**src/rtl/sram_bus_arbiter_if.sv**
```systemverilog
// SRAM-like request/response bundle: req + fields go out, addr_ok/data_ok/rdata
// come back. The arbiter is the slave of both pipeline ports and the master of
// the bus port.
interface sram_bus_arbiter_if;
   logic        req;
   logic        wr;
   logic [1:0]  size;
   logic [31:0] addr;
   logic [31:0] wdata;
   logic        addr_ok;
   logic        data_ok;
   logic [31:0] rdata;

   modport master (
      output req, wr, size, addr, wdata,
      input  addr_ok, data_ok, rdata
   );

   modport slave (
      input  req, wr, size, addr, wdata,
      output addr_ok, data_ok, rdata
   );
endinterface

```
**src/rtl/sram_bus_arbiter.sv**
```systemverilog
// Two-to-one arbiter sharing a single SRAM-like bus port between the fetch
// (inst) and memory-stage (data) ports. One transaction may be outstanding at a
// time. Data has fixed priority, but after MAX_DATA_STREAK consecutive data
// grants taken while a fetch was waiting, the fetch is granted next.
// Requests reach the bus combinationally (zero-cycle request latency).
module sram_bus_arbiter #(
   parameter int MAX_DATA_STREAK = 4
) (
   input  logic                      clk,
   input  logic                      rst,
   sram_bus_arbiter_if.slave         inst,
   sram_bus_arbiter_if.slave         data,
   sram_bus_arbiter_if.master        bus,
   output logic                      busy
);

   typedef enum logic {
      S_IDLE = 1'b0,
      S_WAIT = 1'b1
   } state_t;

   localparam logic [3:0] LP_MAX_STREAK = 4'(MAX_DATA_STREAK);

   state_t      r_state;
   logic        r_owner;      // 0 = inst, 1 = data
   logic [3:0]  r_streak;     // data grants in a row while inst was waiting
   logic        r_out_en;     // low during reset and the first cycle after it

   logic        w_idle;
   logic        w_wait;
   logic        w_any_req;
   logic        w_sel_data;
   logic        w_bus_req;
   logic        w_accept;
   logic        w_resp;
   logic        w_wr;
   logic [1:0]  w_size;
   logic [31:0] w_addr;
   logic [31:0] w_wdata;

   // Saturating 4-bit increment for the streak counter.
   function automatic logic [3:0] sat_inc4(input logic [3:0] v);
      return (v == 4'hF) ? v : (v + 4'd1);
   endfunction

   assign w_idle     = r_out_en && (r_state == S_IDLE);
   assign w_wait     = r_out_en && (r_state == S_WAIT);
   assign w_any_req  = inst.req | data.req;

   // Data wins unless inst is also waiting and the data streak is used up.
   assign w_sel_data = data.req && (!inst.req || (r_streak < LP_MAX_STREAK));

   assign w_bus_req  = w_idle & w_any_req;
   assign w_accept   = w_bus_req & bus.addr_ok;

   // A response only means something while a transaction is outstanding;
   // a stray bus_data_ok in IDLE is dropped.
   assign w_resp     = w_wait & bus.data_ok;

   // Steer the winner's request fields onto the bus; all zero when idle or empty.
   always_comb begin
      w_wr    = 1'b0;
      w_size  = 2'd0;
      w_addr  = 32'd0;
      w_wdata = 32'd0;
      if (w_bus_req) begin
         if (w_sel_data) begin
            w_wr    = data.wr;
            w_size  = data.size;
            w_addr  = data.addr;
            w_wdata = data.wdata;
         end else begin
            w_wr    = inst.wr;
            w_size  = inst.size;
            w_addr  = inst.addr;
            w_wdata = inst.wdata;
         end
      end
   end

   assign bus.req       = w_bus_req;
   assign bus.wr        = w_wr;
   assign bus.size      = w_size;
   assign bus.addr      = w_addr;
   assign bus.wdata     = w_wdata;

   assign inst.addr_ok  = w_accept & ~w_sel_data;
   assign data.addr_ok  = w_accept &  w_sel_data;

   assign inst.data_ok  = w_resp & ~r_owner;
   assign data.data_ok  = w_resp &  r_owner;
   assign inst.rdata    = (w_resp & ~r_owner) ? bus.rdata : 32'd0;
   assign data.rdata    = (w_resp &  r_owner) ? bus.rdata : 32'd0;

   assign busy          = (r_state == S_WAIT);

   // Arbiter FSM: latch the owner on acceptance, track the data streak, and
   // return to IDLE on the owner's response. Reset abandons any transaction.
   always_ff @(posedge clk or posedge rst) begin
      if (rst) begin
         r_state  <= S_IDLE;
         r_owner  <= 1'b0;
         r_streak <= 4'd0;
         r_out_en <= 1'b0;
      end else begin
         r_out_en <= 1'b1;
         case (r_state)
            S_IDLE: begin
               if (w_accept) begin
                  r_state <= S_WAIT;
                  r_owner <= w_sel_data;
                  if (w_sel_data && inst.req) begin
                     r_streak <= sat_inc4(r_streak);
                  end else begin
                     r_streak <= 4'd0;
                  end
               end
            end
            S_WAIT: begin
               if (w_resp) begin
                  r_state <= S_IDLE;
               end
            end
            default: begin
               r_state <= S_IDLE;
            end
         endcase
      end
   end

endmodule

```
**src/flat_wrapper.sv**
```systemverilog
// flat-port wrapper written by rule: the top's interface ports become plain ports
module sram_bus_arbiter_flat 
#(
   parameter int MAX_DATA_STREAK = 4
)
  (clk, rst, busy, inst_req, inst_wr, inst_size, inst_addr, inst_wdata, inst_addr_ok, inst_data_ok, inst_rdata, data_req, data_wr, data_size, data_addr, data_wdata, data_addr_ok, data_data_ok, data_rdata, bus_req, bus_wr, bus_size, bus_addr, bus_wdata, bus_addr_ok, bus_data_ok, bus_rdata);
  sram_bus_arbiter_if inst_i ();
  sram_bus_arbiter_if data_i ();
  sram_bus_arbiter_if bus_i ();
  input  logic clk;
  input  logic rst;
  output logic busy;
  input wire logic [$bits(inst_i.req)-1:0] inst_req;
  input wire logic [$bits(inst_i.wr)-1:0] inst_wr;
  input wire logic [$bits(inst_i.size)-1:0] inst_size;
  input wire logic [$bits(inst_i.addr)-1:0] inst_addr;
  input wire logic [$bits(inst_i.wdata)-1:0] inst_wdata;
  output wire logic [$bits(inst_i.addr_ok)-1:0] inst_addr_ok;
  output wire logic [$bits(inst_i.data_ok)-1:0] inst_data_ok;
  output wire logic [$bits(inst_i.rdata)-1:0] inst_rdata;
  input wire logic [$bits(data_i.req)-1:0] data_req;
  input wire logic [$bits(data_i.wr)-1:0] data_wr;
  input wire logic [$bits(data_i.size)-1:0] data_size;
  input wire logic [$bits(data_i.addr)-1:0] data_addr;
  input wire logic [$bits(data_i.wdata)-1:0] data_wdata;
  output wire logic [$bits(data_i.addr_ok)-1:0] data_addr_ok;
  output wire logic [$bits(data_i.data_ok)-1:0] data_data_ok;
  output wire logic [$bits(data_i.rdata)-1:0] data_rdata;
  output wire logic [$bits(bus_i.req)-1:0] bus_req;
  output wire logic [$bits(bus_i.wr)-1:0] bus_wr;
  output wire logic [$bits(bus_i.size)-1:0] bus_size;
  output wire logic [$bits(bus_i.addr)-1:0] bus_addr;
  output wire logic [$bits(bus_i.wdata)-1:0] bus_wdata;
  input wire logic [$bits(bus_i.addr_ok)-1:0] bus_addr_ok;
  input wire logic [$bits(bus_i.data_ok)-1:0] bus_data_ok;
  input wire logic [$bits(bus_i.rdata)-1:0] bus_rdata;
  assign inst_i.req = inst_req;
  assign inst_i.wr = inst_wr;
  assign inst_i.size = inst_size;
  assign inst_i.addr = inst_addr;
  assign inst_i.wdata = inst_wdata;
  assign inst_addr_ok = inst_i.addr_ok;
  assign inst_data_ok = inst_i.data_ok;
  assign inst_rdata = inst_i.rdata;
  assign data_i.req = data_req;
  assign data_i.wr = data_wr;
  assign data_i.size = data_size;
  assign data_i.addr = data_addr;
  assign data_i.wdata = data_wdata;
  assign data_addr_ok = data_i.addr_ok;
  assign data_data_ok = data_i.data_ok;
  assign data_rdata = data_i.rdata;
  assign bus_req = bus_i.req;
  assign bus_wr = bus_i.wr;
  assign bus_size = bus_i.size;
  assign bus_addr = bus_i.addr;
  assign bus_wdata = bus_i.wdata;
  assign bus_i.addr_ok = bus_addr_ok;
  assign bus_i.data_ok = bus_data_ok;
  assign bus_i.rdata = bus_rdata;
  sram_bus_arbiter #(.MAX_DATA_STREAK(MAX_DATA_STREAK)) u_core (.clk(clk), .rst(rst), .inst(inst_i), .data(data_i), .bus(bus_i), .busy(busy));
endmodule
```
**config.mk**
```make
export PLATFORM = sky130hd
export DESIGN_NAME = sram_bus_arbiter_flat
export DESIGN_NICKNAME = d
export VERILOG_FILES = /design/src/rtl/sram_bus_arbiter_if.sv /design/src/rtl/sram_bus_arbiter.sv /design/src/flat_wrapper.sv
export SDC_FILE = /design/constraint.sdc
export NUM_CORES = 1
export LEC_CHECK = 0
export CAP_MARGIN = 10
export CORE_AREA = 2 2 120 122
export DETAILED_ROUTE_END_ITERATION = 8
export DIE_AREA = 0 0 122 124
export DONT_BUFFER_PORTS = 1
export REMOVE_ABC_BUFFERS = 1
export SETUP_SLACK_MARGIN = 0.1
export SYNTH_ARGS = -nofsm -noshare
export SYNTH_HDL_FRONTEND = slang
export SYNTH_SLANG_ARGS = --single-unit
```
**constraint.sdc**
```tcl
create_clock -name clk -period 2.9 [get_ports clk]
set_clock_uncertainty 0.05 [all_clocks]
set_input_delay 0.58 -clock clk [delete_from_list [all_inputs] [get_ports clk]]
set_output_delay 0.58 -clock clk [all_outputs]
set_load 0.005 [all_outputs]
```
# == Word-level counts from Yosys, hierarchy flattened ==
# Cells that the tools add are included.
# totals
inputBits,172
ff_bits,7
latch_bits,0
memories,0
romBits,0
mem_bits_rw,0
# op_classes
n_mul,0
n_reduce_logical,8
n_lt_le_gt_ge,1
shift,0
bitwise,11
div,0
mux,15
add_sub_neg,1
eq_ne,2
# op_table
operator,n
32-bit 2-to-1 mux,6
4-bit 2-to-1 mux,2
1-bit AND,7
4-bit by 1-bit adder with 4-bit output (second input constant),1
4-bit == test (second input constant),1
1-bit logical AND,4
4-bit by 3-bit < comparator with 1-bit output (second input constant),1
1-bit 2-to-1 mux,4
2-bit 2-to-1 mux,2
1-bit inverter,3
3-bit AND reduction,1
2-bit != test (second input constant),1
1-bit case mux with 2 select lines,1
2-bit AND reduction,1
1-bit logical NOT,1
1-bit logical OR,1
1-bit OR,1

# == Depth between registers and ports, before layout ==
# Gate-level depths: netlist (run 1).
# depth
word_depth,6
ltp_mapped,7

# == Least setup slack after synthesis (run 1) ==
# OpenSTA, ideal clock, no wires.
# synth_path
path_type,input port to output port
start,input data_req
end,output bus_addr[12]
arrival_time_ps,1623
cell_stages,7
setup_slack_ps,647
required_ps,2270
path_cell_list,buf_2 > or3b_1 > clkbuf_1 > buf_6 > buf_4 > nand3_1 > a21oi_1
# synth_via
elab_chain_len,3
elab_cells_between_ends,5
cone_classes,mux (2); bitwise (2); reduce/logical (1)
# synth_rtl
element,line_no,source
from (decl),flat_wrapper.sv:21,input wire logic [$bits(data_i.req)-1:0] data_req;
1-bit OR or 1-bit logical AND (tied branches),"sram_bus_arbiter.sv:48, sram_bus_arbiter.sv:51",
1-bit AND or 32-bit 2-to-1 mux (tied branches),"sram_bus_arbiter.sv:53, sram_bus_arbiter.sv:67",
32-bit 2-to-1 mux (*),sram_bus_arbiter.sv:66,if (w_bus_req) begin
to (decl),flat_wrapper.sv:32,output wire logic [$bits(bus_i.addr)-1:0] bus_addr;
# Mark *: on every way between the ends. The rest lies on a longest branch, timed or not.

# == Worst setup path in the final report (run 1) ==
# layout_path
start,register u_core.r_streak[3]
end,output bus_addr[30]
# layout_via
elab_chain_len,5
# layout_rtl
element,line_no,source
from (decl),sram_bus_arbiter.sv:26,logic [3:0] r_streak;
from (signal assigned),sram_bus_arbiter.sv:113,r_streak <= sat_inc4(r_streak);
4-bit by 3-bit < comparator with 1-bit output,sram_bus_arbiter.sv:51,assign w_sel_data = data.req && (!inst.req || (r_streak < LP_MAX_STREAK));
1-bit logical OR,sram_bus_arbiter.sv:51,
1-bit logical AND,sram_bus_arbiter.sv:51,
32-bit 2-to-1 mux,sram_bus_arbiter.sv:67,if (w_sel_data) begin
32-bit 2-to-1 mux,sram_bus_arbiter.sv:66,
# Every way passes these cells.

==> results of run 1 <==
## registers in the layout, summed over array words and instances (netlist names)
signal and cells:
u_core.r_out_en 1, u_core.r_owner 1, u_core.r_streak 4, u_core.busy 1
## layer usage
layer,vias up,track usage
met5,-,0
li1,1145,-
met2,245,0.243
met1,1163,0.149
met3,12,0.00549
met4,0,0.0330
## synth_stat cells
cell      count  area share
ha_1          1      0.0063
nor3b_1       1      0.0038
dfrtp_1       7       0.089
nand3_1     135        0.34
nor3b_2       1      0.0063
conb_1        1      0.0019
inv_1         2      0.0038
nand2_1       4      0.0076
buf_4         2      0.0076
buf_2         9       0.023
or3b_1        2      0.0089
mux2i_1       1      0.0051
nor2_1        5      0.0095
and2_1       65        0.21
buf_1         5      0.0095
buf_6         2       0.011
clkbuf_1     28       0.053
mux2_4        3       0.023
nand2b_1      1      0.0032
o21ai_1       1      0.0025
and3_1        2      0.0063
a21oi_1      68        0.17
## through the flow
stage	utilization	hold slack [ns]	instances	total power [mW]	setup slack (ns)
2_1_floorplan	-	0.333	300	0.309	-0.789
3_3_place_gp	0.154	0.367	492	0.380	0.440
3_5_place_dp	0.154	0.380	492	0.385	0.418
4_1_cts	0.160	0.137	496	0.624	0.297
5_1_grt	0.160	0.142	496	0.660	0.225
6_report	0.160	0.131	496	0.617	0.299
## final timing paths
| check | start | end | slack, ns |
|---|---|---|---|
| min reg2reg | u_core.r_streak[1]$_DFFE_PP0P_ | u_core.r_streak[1]$_DFFE_PP0P_ | 0.47 |
| max reg2reg | u_core.r_streak[3]$_DFFE_PP0P_ | u_core.r_streak[0]$_DFFE_PP0P_ | 1.15 |
| min in group clk | u_core.r_streak[1]$_DFFE_PP0P_ | u_core.r_streak[1]$_DFFE_PP0P_ | 0.47 |
| max | u_core.r_streak[3]$_DFFE_PP0P_ | bus_addr[30] | 0.30 |
| max in group asynchronous | rst | u_core.r_streak[2]$_DFFE_PP0P_ | 2.44 |
| min | rst | u_core.busy$_DFF_PP0_ | 0.13 |
## cells by family after synthesis
kind of cell,Yosys count,synth area share
multiplexers,4,0.0278
adder cells (fa/ha/maj),1,0.00632
buffers and inverters,48,0.108
AND/OR/NAND/NOR,216,0.593
other,1,0.00190
AO/OA/AOI/OAI,69,0.175
flip-flops,7,0.0886
## power groups by stage
stage               combinational, mW  sequential [mW]  clock [mW]
global route                    0.286            0.125       0.249
floorplan                       0.188            0.121           0
CTS                             0.261            0.123       0.239
finish                          0.256            0.123       0.237
detailed placement              0.260            0.124           0
global placement                0.256            0.123           0
## critical path, delay by kind of cell, from the launching register on
| family | cells | cell delay (ns) |
|---|---|---|
| flip-flops | 1 | 0.42 |
| AND/OR/NAND/NOR | 2 | 0.79 |
| buffers and inverters | 2 | 0.41 |
| AO/OA/AOI/OAI | 1 | 0.08 |
## layout make-up
cell class	count	share of cell area
multi-input combinational	291	0.731
tap	180	0.103
sequential	7	0.0798
timing repair buffer	12	0.0468
clock buffer	4	0.0359
inverter	2	0.00342
==> reports/qor.yml, run 1 <==
status: "finished, final reports clean"
wl_met2_mm: 5.56
min_period_ns: 2.60
grt_remaining_overflow: 0
h-tree-depth: 1
finalInstanceArea_sq_mm: 0.00219
start_kind: "register"
tritoncts: "done"
cts_num_sinks: 7
met1_length_mm: 4.09
peakVddDrop_mv: 0.134
placedInstanceArea_sq_mm: 0.00212
slew_headroom: 0.615
combPwrFrac: 0.416
syn_to_final_growth_pct: 10.9
hpwl_mm: 8.79
cp_cell_sequence: "or3b_2 > buf_12 > nand3_1 > a21oi_1 > buf_4"
grtUsageTotal: 0.125
ant_nets: 0
synth_area_sq_mm: 0.00198
die_area_sq_mm: 0.0151
io_buffers: 0
cts_buffers: 3
crit_required_ns: 2.27
die_h_microns: 124
path_clk_slew_ns: 0.04
rsz0062_at_grt: "no"
cp_max_fo: 51
clock-root-buffer: "clkbuf_16"
grt_pass1_vias: 2192
yosysWarnings: 0
drc: 0
cp_slowest_cell: "or3b_2"
clock_latency_ns: 0.23
p_switching_mw: 0.228
final-seq-area_sq_um: 175
core-area_sq_mm: 0.0137
rows: 43
arrival_ns: 1.97
finalSetupTns_ns: 0
cts-resized-gates: 0
final_hold_viol_count: 0
cts_hold_buf: 0
drt_iter0_drc: 205
hp-class: "input pin to asynchronous set/reset pin"
synth_seq_area_share: 0.0886
path_class: "register to output pin"
syn_area_per_cell_sq_um: 5.72
final_cell_mix: "nand3_1 (135), a21oi_1 (68), and2_1 (65)"
tightest_slew_ns: 0.577
grt_pass1_wl_mm: 13.9
viasPerCell: 5.17
cellPowerDensity_mw_per_mm2: 281
top_layer: "met4"
internal_power_mw: 0.388
synth_cell_types: 22
grt_max_degree: 73
ys_ff_latch: 7
fillers: 1598
ios: 309
max_cap_violations: 0
drtPass1Iterations: 5
initial_utilization: 0.144
cellLeakagePower_nw: 0.798
antenna_found_initial: 0
route.met3.wl_microns: 896
power_frac_seq: 0.199
drive_gt1_frac: 0.0728
die_w_microns: 122
syn_inst: 346
cts_max_path_buffers: 2
wl_per_cell_microns: 21.6
slew_violations: 0
fin_crit_sh: 0.897
r2r_cells: 4
slowest_delay_ns: 0.68
fin_nets: 490
layout_commonest_cell: "nand3_1"
critPathCaptureType: "output pin"
gp_congestion: 0.858
post_cts_buffers: 0
fmax_mhz: 385
vias: 2565
multi_input_area_sq_mm: 0.00161
finalSetupViolCount: 0
p_sw_frac: 0.370
p_clk_frac: 0.385
antenna_cells: 0
drt_wl_total_mm: 10.7
No activity file was read; power rests on OpenSTA's default activity.
==> run 2: changes to the inputs <==
ABC_AREA = 1   (was default)
CAP_MARGIN = 20   (was 10)
CORE_AREA = 2 2 121 123   (was 2 2 120 122)
DIE_AREA = 0 0 123 125   (was 0 0 122 124)
==> reports/qor.yml, run 2 <==
p_switching_mw: 0.418
yosysTopAreaCell: "nor2_1"
path_class: "register to output pin"
post_cts_buffers: 0
die_area_sq_mm: 0.0154
cellLeakagePower_nw: 1.52
grt_pass1_wl_mm: 12.8
syn_to_final_growth_pct: 7.30
finalSetupViolCount: 0
p_clk_frac: 0.268
synth_most_common_cell: "nor2_1"
ys.flop_type: "dfrtp_1"
synth_seq_area_share: 0.0730
final-seq-area_sq_um: 175
drc: 0
r2r_start: "u_core.r_streak[2]$_DFFE_PP0P_"
max_cap_violations: 0
arrival_ns: 1.94
power_frac_seq: 0.162
status: "finished, final reports clean"
fin_nets: 672
fmax_mhz: 389
core-area_sq_mm: 0.0142
fin_crit_sh: 0.886
drt_iter0_drc: 203
slew_violations: 0
reg2reg_slack_ns: 1.33
finalSetupTns_ns: 0
fin_cells: 683
ant_nets: 0
grt_remaining_overflow: 0
io_buffers: 0
hpwl_mm: 7.97
power_mw: 0.884
clock-root-buffer: "clkbuf_16"
final_cell_mix: "nor2_1 (136), inv_1 (112), nand2_1 (83)"
crit_required_ns: 2.27
grtUsageTotal: 0.108
cellPowerDensity_mw_per_mm2: 343
die_h_microns: 125
p_sw_frac: 0.473
cts_max_path_buffers: 2
hp-class: "input pin to asynchronous set/reset pin"
synth_top_area_share: 0.213
synth_edf_count: 0
rows: 44
cp_cell_sequence: "o21ai_4 > buf_12 > a21oi_1 > nor2_1 > buf_4"
cts_num_sinks: 7
final_hold_viol_count: 0
multi_input_area_sq_mm: 0.00157
cp_slowest_cell: "o21ai_4"
fillers: 1652
wl_per_cell_microns: 14.1
tightest_slew_ns: 0.560
start_kind: "register"
syn_inst: 529
gr-usage-met1: 0.113
tritoncts: "done"
critPathCaptureType: "output pin"
synth_area_sq_mm: 0.00240
min_period_ns: 2.57
vias: 3103
die_w_microns: 123
cts-resized-gates: 0
drive_gt1_frac: 0.0281
cp_max_fo: 80
peakVddDrop_mv: 0.112
drtPass1Iterations: 5
grt_max_degree: 141
layout_commonest_cell: "nor2_1"
gp_congestion: 0.820
ios: 309
r2r_end: "u_core.r_owner$_DFFE_PP0P_"
ys_ff_latch: 7
h-tree-depth: 1
met2_usage: 0.214
regMostFlops: "u_core.r_streak"
initial_utilization: 0.169
yosysWarnings: 0
top_usage_layer: "met2"
combPwrFrac: 0.570
antenna_found_initial: 1
grt_pass1_vias: 2417
cts_buffers: 3
cts_hold_buf: 0
slowest_delay_ns: 0.48
drt_wl_total_mm: 9.65
synthTopCellsByArea: "nor2_1 (21%), inv_1 (18%), nand3_1 (14%)"
rsz0062_at_grt: "no"
slew_headroom: 0.625
largest_register_ffs: 4
internal_power_mw: 0.466
r2r_cells: 4
path_clk_slew_ns: 0.04
clock_latency_ns: 0.23
yosys-top-cells-count: "nor2_1 (136), inv_1 (112), nand2_1 (83)"
synth_cell_types: 17
met3_usage: 0.0242
async_flop_share: 1.00
place_inst: 678
viasPerCell: 4.54
syn_area_per_cell_sq_um: 4.54
## run 2: cell count changes after synthesis, sizes merged, moves of 3 or more
| cell | change |
|---|---|
| clkbuf | -12 |
| o21ai | +4 |
| and2 | -65 |
| inv | +111 |
| nand2 | +79 |
| nand3 | -66 |
| nor2 | +131 |
| mux2 | -3 |
| buf | +10 |
## run 2: kinds of logic after synthesis
group | count (synthesis) | synth area share
other | 1 | 0.00156
flip-flops | 7 | 0.0730
buffers and inverters | 157 | 0.272
AND/OR/NAND/NOR | 290 | 0.491
AO/OA/AOI/OAI | 73 | 0.157
adder cells (fa/ha/maj) | 1 | 0.00521
## run 2: layer usage
layer	part of all wire	vias to the layer above	wire length [microns]
li1	-	1521	-
met1	0.35	1335	3420
met2	0.53	241	5070
met3	0.11	6	1050
met4	0.011	0	104
met5	0	-	0
## run 2: critical path, delay by kind of cell (launching register included)
family | cells | cell delay [ns]
compound gates | 2 | 0.60
buf+inv | 2 | 0.46
flops | 1 | 0.43
simple gates | 1 | 0.15
## run 2: per-stage QoR
| step | utilization | worst slack, ns | cell area [sq um] | hold WS, ns |
|---|---|---|---|---|
| after detailed placement | 0.176 | 0.576 | 2490 | 0.408 |
| after CTS | 0.181 | 0.344 | 2570 | 0.163 |
| final | 0.181 | 0.329 | 2580 | 0.148 |
| after global placement | 0.176 | 0.619 | 2490 | 0.405 |
| after floorplan | - | -0.0605 | 2170 | 0.333 |
| after global routing | 0.181 | 0.200 | 2570 | 0.177 |
## run 2: power groups by stage
stage	combinational [mW]	clock (mW)	sequential, mW
global placement	0.504	0	0.143
global route	0.577	0.252	0.147
floorplan	0.381	0	0.139
finish	0.504	0.237	0.143
CTS	0.508	0.243	0.142
detailed placement	0.507	0	0.143
## run 2: cell type report
cell class | count | area share
multi-input combinational | 365 | 0.610
antenna | 1 | 0.000971
timing repair buffer | 9 | 0.0359
sequential | 7 | 0.0680
tap | 184 | 0.0894
inverter | 113 | 0.165
clock buffer | 4 | 0.0306
## run 2: how the worst max path moves through the flow
stage                                   startpoint  cells after the start            end  slack, ns
floorplan           u_core.r_streak[3]$_DFFE_PP0P_                      3   data_addr_ok      -0.06
global placement    u_core.r_streak[2]$_DFFE_PP0P_                      6  bus_wdata[13]       0.62
detailed placement  u_core.r_streak[2]$_DFFE_PP0P_                      6  bus_wdata[13]       0.58
CTS                 u_core.r_streak[2]$_DFFE_PP0P_                      6  bus_wdata[13]       0.34
global route        u_core.r_streak[2]$_DFFE_PP0P_                      5  bus_wdata[13]       0.20
finish              u_core.r_streak[2]$_DFFE_PP0P_                      5  bus_wdata[13]       0.33
==> run 3: changes to the inputs <==
CELL_PAD_IN_SITES_DETAIL_PLACEMENT = 0   (was default)
CELL_PAD_IN_SITES_GLOBAL_PLACEMENT = 2   (was default)
CORE_AREA = 2 2 118 120   (was 2 2 121 123)
DIE_AREA = 0 0 120 122   (was 0 0 123 125)
PLACE_DENSITY_LB_ADDON = 0.1   (was default)
==> reports/qor.yml, run 3 (synthesis results as in run 2) <==
grt_remaining_overflow: 0
fin_nets: 669
ios: 309
clock_latency_ns: 0.23
drt_iter0_drc: 129
die_w_microns: 120
viasPerCell: 4.48
path_clk_slew_ns: 0.04
cts_num_sinks: 7
power_frac_seq: 0.161
cp_max_fo: 70
power_mw: 0.892
grt_pass1_wl_mm: 13.7
h-tree-depth: 1
hp-class: "input pin to asynchronous set/reset pin"
rows: 43
drc: 0
hpwl_mm: 7.62
die_area_sq_mm: 0.0146
crit_required_ns: 2.27
cts_buffers: 3
grt_pass1_vias: 2572
fin_crit_sh: 0.757
grtUsageTotal: 0.118
regMostFlops: "u_core.r_streak"
gp_congestion: 0.707
placedInstanceArea_sq_mm: 0.00248
cp_cell_sequence: "o21ai_4 > buf_12 > nand3_1 > nand2_1 > nor2_1"
rsz0062_at_grt: "no"
final_cell_mix: "nor2_1 (136), inv_1 (112), nand2_1 (83)"
cts_max_path_buffers: 2
slowest_delay_ns: 0.45
fin_cells: 675
max_cap_violations: 0
ant_nets: 0
status: "finished, final reports clean"
min_period_ns: 2.20
core-area_sq_mm: 0.0135
drt_wl_total_mm: 10.2
syn_to_final_growth_pct: 6.57
drive_gt1_frac: 0.0222
initial_utilization: 0.178
vias: 3026
layout_commonest_cell: "nor2_1"
cellLeakagePower_nw: 1.51
p_clk_frac: 0.270
arrival_ns: 1.57
peakVddDrop_mv: 0.129
combPwrFrac: 0.569
finalSetupTns_ns: 0
finalInstanceArea_sq_mm: 0.00256
fmax_mhz: 455
path_class: "register to output pin"
final_hold_viol_count: 0
post_cts_buffers: 0
p_switching_mw: 0.426
antenna_found_initial: 0
io_buffers: 0
wl_per_cell_microns: 15.1
tritoncts: "done"
cts_hold_buf: 0
antenna_cells: 0
cellPowerDensity_mw_per_mm2: 348
largest_register_ffs: 4
clock-root-buffer: "clkbuf_16"
cp_slowest_cell: "dfrtp_1"
internal_power_mw: 0.465
r2r_cells: 4
critPathCaptureType: "output pin"
cts-resized-gates: 0
die_h_microns: 122
drtPass1Iterations: 4
finalSetupViolCount: 0
grt_max_degree: 141
start_kind: "register"
place_inst: 671
p_sw_frac: 0.478
slew_violations: 0
-- run 3: cell count changes in the layout (fill, tap and decap cells not counted), sizes merged --
| cell | delta |
|---|---|
| buf | -3 |
| diode | -1 |
-- run 3: critical path, delay by kind of cell (launching register included) --
family                 cells  cell delay [ns]
flip-flops                 1             0.45
AND/OR/NAND/NOR            3             0.33
buffers and inverters      1             0.30
AO/OA/AOI/OAI              1             0.22
-- run 3: cell type report --
class                   count  area, sq um
repair buffers              6         82.6
well taps                 180          225
fillers                  1622        10900
inverters                 113          424
flip-flops and latches      7          175
clock buffers               4         78.8
multi-input cells         365         1570
-- run 3: per-stage QoR --
| stage | utilization | hold slack, ns | setup slack [ns] |
|---|---|---|---|
| after floorplan | - | 0.333 | -0.0605 |
| after global placement | 0.184 | 0.389 | 0.860 |
| after detailed placement | 0.184 | 0.396 | 0.885 |
| after CTS | 0.189 | 0.151 | 0.700 |
| after global routing | 0.189 | 0.148 | 0.609 |
| final | 0.189 | 0.134 | 0.704 |
-- run 3: power by group through the flow --
stage | logic, mW | clock network, mW | registers, mW
2_1_floorplan | 0.381 | 0 | 0.139
3_3_place_gp | 0.533 | 0 | 0.145
3_5_place_dp | 0.522 | 0 | 0.146
4_1_cts | 0.524 | 0.244 | 0.145
5_1_grt | 0.584 | 0.253 | 0.150
6_report | 0.507 | 0.241 | 0.144
-- run 3: routing by layer --
layer	vias to the layer above	track usage	wire (microns)
li1	1516	-	-
met1	1322	0.117	3650
met2	172	0.243	5550
met3	16	0.0150	690
met4	0	0.0515	313
met5	-	0	0
-- run 3: path summary, 6_finish.rpt --
kind,startpoint,slack [ns],end
min in group clk,u_core.r_streak[1]$_DFFE_PP0P_,0.44,u_core.r_streak[1]$_DFFE_PP0P_
worst min register to register,u_core.r_streak[1]$_DFFE_PP0P_,0.44,u_core.r_streak[1]$_DFFE_PP0P_
worst max-delay path,u_core.r_streak[2]$_DFFE_PP0P_,0.70,bus_wdata[19]
worst min-delay path,rst,0.13,u_core.r_streak[0]$_DFFE_PP0P_
max in group asynchronous,rst,2.43,u_core.r_owner$_DFFE_PP0P_
worst max register to register,u_core.r_streak[2]$_DFFE_PP0P_,1.55,u_core.r_owner$_DFFE_PP0P_
